`config.mk`:
```
export PLATFORM = sky130hd
export DESIGN_NAME = bin_to_bcd_seq
export DESIGN_NICKNAME = d
export VERILOG_FILES = /design/src/rtl/bin_to_bcd_seq_pkg.sv /design/src/rtl/bin_to_bcd_seq_bcd_add3.sv /design/src/rtl/bin_to_bcd_seq.sv
export SDC_FILE = /design/constraint.sdc
export NUM_CORES = 1
export LEC_CHECK = 0
export ABC_AREA = 1
export CORE_MARGIN = 3
export CORE_UTILIZATION = 50
export CTS_CLUSTER_SIZE = 8
export DETAILED_ROUTE_END_ITERATION = 8
export PLACE_DENSITY_LB_ADDON = 0.08
export RECOVER_POWER = 50
export SYNTH_ARGS = -nofsm -noshare
export SYNTH_HDL_FRONTEND = slang
export SYNTH_SLANG_ARGS = --single-unit
```
`constraint.sdc`:
```
create_clock -name clk -period 1.23 [get_ports clk]
set_input_delay 0.246 -clock clk [delete_from_list [all_inputs] [get_ports clk]]
set_output_delay 0.246 -clock clk [all_outputs]
set_load 0.05 [all_outputs]
```
`src/rtl/bin_to_bcd_seq_pkg.sv`:
```
// Shared types and constants for the sequential binary-to-BCD converter.
// Latency: n/a (declarations only).
// Backpressure: n/a.
package bin_to_bcd_seq_pkg;

  // Converter control states
  typedef enum logic [1:0] {
    IDLE  = 2'd0,
    SHIFT = 2'd1,
    DONE  = 2'd2
  } state_t;

  // Bits per BCD digit
  localparam int DIGIT_W = 4;

  // Digits at or above this value get +3 before each shift
  localparam logic [DIGIT_W-1:0] ADD3_THRESH = 4'd5;

  // Minimum decimal digits needed to hold any WIDTH-bit value:
  // ceil(width * log10(2)), using log10(2) ~= 0.30103 in fixed point.
  function automatic int min_digits(input int width);
    return (width * 30103 + 99999) / 100000;
  endfunction

endpackage

```
`src/rtl/bin_to_bcd_seq_bcd_add3.sv`:
```
// Single-digit double-dabble correction: adds 3 to digits of 5 or more.
// Latency: combinational.
// Backpressure: none.
module bcd_add3
  import bin_to_bcd_seq_pkg::*;
(
  input  logic [DIGIT_W-1:0] din,
  output logic [DIGIT_W-1:0] dout
);

  // Pre-shift correction so the following left shift lands on a valid BCD digit
  always_comb begin
    dout = din;
    if (din >= ADD3_THRESH) dout = din + 4'd3;
  end

endmodule

```
`src/rtl/bin_to_bcd_seq.sv`:
```
// Sequential double-dabble binary-to-BCD converter, one input bit per clock.
// Latency: WIDTH+1 cycles from the edge sampling start to the done cycle.
// Backpressure: start is only accepted in IDLE; requests while busy are dropped.
module bin_to_bcd_seq
  import bin_to_bcd_seq_pkg::*;
#(
  parameter int WIDTH  = 16,
  parameter int DIGITS = 5
) (
  input  logic                      clk,
  input  logic                      rst_n,
  input  logic                      start,
  input  logic [WIDTH-1:0]          bin,
  output logic                      busy,
  output logic                      done,
  output logic [DIGIT_W*DIGITS-1:0] bcd,
  output logic                      overflow
);

  localparam int BCD_W = DIGIT_W * DIGITS;
  localparam int CNT_W = $clog2(WIDTH + 1);

  // With enough digits the top digit can never carry out, so overflow is constant 0
  localparam bit CAN_OVERFLOW = (DIGITS < min_digits(WIDTH));

  // Elaboration-time parameter range checks
  if (WIDTH < 4 || WIDTH > 32) begin : g_bad_width
    $error("bin_to_bcd_seq: WIDTH=%0d outside legal range 4..32", WIDTH);
  end
  if (DIGITS < 1 || DIGITS > 10) begin : g_bad_digits
    $error("bin_to_bcd_seq: DIGITS=%0d outside legal range 1..10", DIGITS);
  end

  state_t             state_q, state_d;
  logic [WIDTH-1:0]   shreg_q;
  logic [BCD_W-1:0]   work_q;
  logic [BCD_W-1:0]   work_adj;
  logic [CNT_W-1:0]   cnt_q;
  logic               ovf_acc_q;
  logic [BCD_W-1:0]   bcd_q;
  logic               ovf_q;
  logic               last_shift;

  // {carry_out, next working digits, next shift register}
  logic               carry_out;
  logic [BCD_W-1:0]   work_nxt;
  logic [WIDTH-1:0]   shreg_nxt;

  // One add-3 corrector per working digit
  for (genvar g = 0; g < DIGITS; g++) begin : g_add3
    bcd_add3 u_add3 (
      .din  (work_q[g*DIGIT_W +: DIGIT_W]),
      .dout (work_adj[g*DIGIT_W +: DIGIT_W])
    );
  end

  assign {carry_out, work_nxt, shreg_nxt} = {work_adj, shreg_q, 1'b0};
  assign last_shift = (state_q == SHIFT) && (cnt_q == CNT_W'(1));

  // State register
  always_ff @(posedge clk or negedge rst_n) begin
    if (!rst_n) state_q <= IDLE;
    else        state_q <= state_d;
  end

  // Next-state logic
  always_comb begin
    state_d = state_q;
    case (state_q)
      IDLE:    if (start)      state_d = SHIFT;
      SHIFT:   if (last_shift) state_d = DONE;
      DONE:                    state_d = IDLE;
      default:                 state_d = IDLE;
    endcase
  end

  // Status outputs decoded from state
  always_comb begin
    busy = (state_q != IDLE);
    done = (state_q == DONE);
  end

  // Shift/correct datapath, iteration counter and sticky overflow accumulator
  always_ff @(posedge clk or negedge rst_n) begin
    if (!rst_n) begin
      shreg_q   <= '0;
      work_q    <= '0;
      cnt_q     <= '0;
      ovf_acc_q <= 1'b0;
    end else if (state_q == IDLE && start) begin
      shreg_q   <= bin;
      work_q    <= '0;
      cnt_q     <= CNT_W'(WIDTH);
      ovf_acc_q <= 1'b0;
    end else if (state_q == SHIFT) begin
      shreg_q   <= shreg_nxt;
      work_q    <= work_nxt;
      cnt_q     <= cnt_q - CNT_W'(1);
      ovf_acc_q <= ovf_acc_q | carry_out;
    end
  end

  // Result registers load on the final shift so they are valid in the DONE cycle
  always_ff @(posedge clk or negedge rst_n) begin
    if (!rst_n) begin
      bcd_q <= '0;
      ovf_q <= 1'b0;
    end else if (last_shift) begin
      bcd_q <= work_nxt;
      ovf_q <= ovf_acc_q | carry_out;
    end
  end

  // Result outputs
  always_comb begin
    bcd      = bcd_q;
    overflow = CAN_OVERFLOW ? ovf_q : 1'b0;
  end

endmodule

```
Yosys cells after proc, flatten, opt, wreduce, memory -nomap -nowiden. Cells that the tools add are included.

Register bits after elaboration: 63. Bits of input ports: 19. Output and inout bits: 23. Word-level logic and storage cells: 41.

Add/sub/neg operators: 6. $lt $le $gt $ge: 5. Equality and inequality tests: 5. Mux-type cells: 14. Reductions and logical operators: 6.

Operators by type and width (number): $mux W20 (2); $mux W16 (2); $ge A4 B3 Y1 const B (5); $add A4 B2 Y4 const B (4); $mux W4 (4); $mux W5 (2); $eq A5 B1 Y1 const B (1); $sub A5 B1 Y5 const B (1); $mux W2 (2); $ne A2 B2 Y1 const B (2); $pmux W2 S2 (1); $reduce_bool A2 Y1 (2); $add A3 B2 Y3 const B (1); $mux W3 (1); $eq A2 B1 Y1 const B (1); $eq A2 B2 Y1 const B (1); $logic_and A1 B1 Y1 (2); $logic_not A2 Y1 (1); $reduce_and A2 Y1 (1).

Depth between registers and ports, before layout.
Depth after elaboration: 4. Mapped depth: 9. Depth with buffers taken out: 9.

Modules after synthesis. From an unflattened synthesis, not the netlist that was laid out.

Cell total of the unflattened synthesis: 417. Area, all modules: 3271.9 um^2.

By module, submodules not included: bin_to_bcd_seq (times used 1, cells each 302, area an instance 2596.2 um^2, seq. area each 1576.5 um^2); bcd_add3 (times used 5, cells each 23, area an instance 135.1 um^2, seq. area each 0.0 um^2).

Worst setup path after synthesis. Ideal clock, no wire load.

Path type: reg2out. Start: reg state_q[0]. End: out done. Data arrival time: 1060 ps. Data required time: 984 ps. Setup slack: -76 ps. Cell stages (with the launch flop): 2. Path buffers: 0. Path through: dfrtp_1 nor2_1.

Longest elaborated chain between the ends: 1.

RTL lines: start, declared (RTL line bin_to_bcd_seq.sv:34) `state_t state_q, state_d;`; start signal, assigned (RTL line bin_to_bcd_seq.sv:63) `else state_q <= state_d;`; $eq A2 B2 Y1 (RTL line bin_to_bcd_seq.sv:80) `done = (state_q == DONE);`; end, declared (RTL line bin_to_bcd_seq.sv:15) `output logic done,`.

Every way passes these cells.

Worst setup path in the final report.
Start: reg cnt_q[1]. End: reg bcd_q[0] (netlist: bcd[0]).

Longest elaborated chain between the ends: 2.

RTL lines: start, declared (RTL line bin_to_bcd_seq.sv:38) `logic [CNT_W-1:0] cnt_q;`; start signal, assigned (RTL line bin_to_bcd_seq.sv:93) `cnt_q <= CNT_W'(WIDTH);`; start signal, assigned (RTL line bin_to_bcd_seq.sv:98) `cnt_q <= cnt_q - CNT_W'(1);`; $eq A5 B1 Y1 (RTL line bin_to_bcd_seq.sv:58) `assign last_shift = (state_q == SHIFT) && (cnt_q == CNT_W'(1));`; $logic_and A1 B1 Y1 (RTL line bin_to_bcd_seq.sv:58); end signal, assigned (RTL line bin_to_bcd_seq.sv:109) `bcd_q <= work_nxt;`; end, declared (RTL line bin_to_bcd_seq.sv:40) `logic [BCD_W-1:0] bcd_q;`.

Every way passes these cells. A chain may end at the register's enable or synchronous reset.

==> results.yml <==
outcome:
  outcome: "finished, violations left"
  violations: "setup timing"
worst_setup_path:
  cp_common_cell: "inv_2"
  cp.arrival_ns: 1.80
  path_class: "reg -> reg"
  cp_cell_sequence: "inv_2 > ha_4 > inv_2 > nor2_4 > buf_6 > nand3_4 > buf_12 > nand2_4 > o21ai_2"
  max_stage_delay_ns: 0.40
  end_kind: "flop"
  startpoint_type: "flop"
  reg2reg_from: "cnt_q[1]"
  ff2ff_path_depth: 9
  cp_max_fo: 6
  slowest_stage: "dfrtp_1"
  reg2reg_slack_ns: -0.33
  cp.required_ns: 1.47
  rr_endpoint: "bcd[0]"
routing:
  firstDrtPassIters: 5
  drt_iter0_drc: 372
  viasPerCell: 6.13
  wl_per_cell_um: 23.0
  routed_wl_um: 13300
  ant_nets: 0
  dr_total_vias: 3533
  drc: 0
final_layout:
  multi_input_area_um2: 2170
  postLayoutCoreUtil: 0.940
  fill_cells: 158
  design_area_um2: 5670
  area_growth_pct: 78.5
  mostFrequentLayoutCell: "nand2_2"
  drive_gt1_frac: 0.589
  num-nets-final: 527
  layout_common_cells: "nand2_2 (72), nand2_1 (70), dfrtp_1 (57)"
  n_antenna_cell: 0
  final-seq-area_um2: 1580
sta:
  finalHoldViolations: 0
  final.setup.worst_slack_ns: -0.328
  slew_viol_final: 0
  rsz0062_at_grt: "true"
  min_period_over_period: 1.27
  max_freq_mhz: 642
  period_minus_slack_ns: 1.56
  skew_ns: 0.00666
  setup_viol: 66
floorplan:
  die_w_um: 85.7
  core_um2: 6030
  num_rows: 28
  die-area_um2: 7340
  initial_utilization: 0.527
  ios: 42
  die_h_um: 85.7
job:
  maxCapViolCount: 0
global_routing:
  grt-ovfl-total: 0
  grt_pass1_wl_um: 15900
  grt_pass1_vias: 3351
  grt_busiest_layer: "met2"
  grt_use_met1: 0.326
  antenna_found_initial: 0
  use_met2: 0.478
  grtUsageMet3: 0.0528
  track_usage: 0.281
  grt_max_degree: 27
yosys:
  synth.largest_area_cell: "dfrtp_1"
  synth_fp_nets: 424
  ys_seq_area_frac: 0.497
  ys_top_cells_by_area: "dfrtp_1 (50%), nand2_1 (21%), nand3_1 (7.9%), ha_1 (4.7%), inv_1 (3.9%)"
  avgSynthCellArea_um2: 8.07
  synth_cell_types: 26
  netlist.area_leader.share: 0.497
  yosys_register_bits: 63
  syn_inst: 393
  synth_area_um2: 3170
  yosys_warnings: 0
pwr:
  p_per_area_nw_per_um2: 3160
  p_comb_frac: 0.632
  fin_total_pwr_mw: 17.9
  p_int_mw: 9.34
  vdd_ir_drop_max_v: 0.00224
  clkPwrFrac: 0.127
  p_leak_nw: 2.86
  p_seq_frac: 0.240
  power.switching_mw: 8.56
  swShare: 0.478
cts:
  cts_made_buffers: 9
  cts_tree: "done"
  clock_latency_ns: 0.36
  cts_root_buf: "clkbuf_8"
  htreeDepth: 3
  clk_pin_slew_ns: 0.08
  clock_path_buffers: 2
  cts.sinks: 63
placed_design:
  place_ws_ns: -0.137
  gp_congestion: 0.813
  hpwlAfterDp_um: 4750
  port_buffers: 40
  placed_area_um2: 4080
hold_path:
  hold_path.class: "in -> async"
==> metrics by stage <==
stage | cells | hold WS (ns) | TNS [ns]
2_1_floorplan | 393 | -0.0496 | 0
3_3_place_gp | 528 | 0.181 | -4.80
3_5_place_dp | 528 | 0.185 | -5.83
4_1_cts | 569 | 0.365 | -6.13
5_1_grt | 576 | 0.357 | -14.72
6_report | 576 | 0.327 | -12.33
==> cell type report <==
cell class | instances | area share
inverters | 36 | 0.0285
clock inverters | 7 | 0.0214
repair buffers | 105 | 0.249
clock buffers | 9 | 0.0219
flip-flops and latches | 63 | 0.280
multi-input cells | 281 | 0.383
well taps | 75 | 0.0166
==> power by group through the flow <==
stage | sequential [mW] | clock (mW) | combinational [mW]
global route | 4.36 | 2.34 | 11.8
floorplan | 4.48 | 0 | 3.27
detailed placement | 3.80 | 0 | 6.64
global placement | 3.79 | 0 | 6.46
finish | 4.30 | 2.28 | 11.3
CTS | 3.86 | 2.22 | 8.17
==> critical path: cells and delay by family (launching register included) <==
kind                     cells  cell delay (ns)
AO/OA/AOI/OAI                1             0.06
adder cells (fa/ha/maj)      1             0.14
buffers and inverters        4             0.47
flip-flops                   1             0.40
AND/OR/NAND/NOR              3             0.36
==> cell usage after synthesis <==
cell / n
nand3b_1: 1
inv_4: 1
nand2_2: 1
nand2_1: 174
inv_1: 33
a21boi_0: 3
nor2_2: 2
conb_1: 1
o22ai_1: 2
o21ai_1: 1
o21ai_0: 13
o211ai_1: 1
a31oi_2: 1
nand2_4: 2
nor3_1: 1
ha_1: 12
o21ai_2: 1
nor2_4: 1
nand4_1: 6
buf_6: 9
buf_4: 4
a21oi_1: 3
nand3_1: 50
dfrtp_1: 63
inv_2: 2
nor2_1: 5
==> sequential cells by signal, indices dropped and copies added, names as in the netlist <==
register  cells
bcd          20
work_q       20
shreg_q      16
cnt_q         5
state_q       2
==> per-layer routing <==
metal,part of all wire,routed length (um)
met1,0.35,4630
met2,0.50,6600
met3,0.082,1080
met4,0.071,938
met5,0,0
==> what timing repair did <==
| action | CTS | global route |
|---|---|---|
| setup endpoints to repair | 36 | 66 |
| pin swaps | 17 | 50 |
| cloned | 9 | 3 |
| hold buffers | 1 | 0 |
| buffers inserted | 18 | 18 |
| hold endpoints to repair | 12 | 0 |
| gates resized for setup | 83 | 207 |
==> how the worst max path moves through the flow <==
stage,depth (start not counted),end,slack [ns],start
final,9,bcd[0],-0.33,cnt_q[1]
after global routing,10,bcd[10],-0.36,cnt_q[1]
after CTS,4,busy,-0.20,state_q[0]
after detailed placement,7,shreg_q[14],-0.14,start
after global placement,7,work_q[14],-0.10,start
after floorplan,9,bcd[12],0.0006,cnt_q[1]
==> cells by family after synthesis <==
logic type | synth area share
other | 0.00118
flip-flops | 0.497
buffers and inverters | 0.0848
adder cells (fa/ha/maj) | 0.0473
AO/OA/AOI/OAI | 0.0469
AND/OR/NAND/NOR | 0.323
Power figures use the tool's default switching activity.
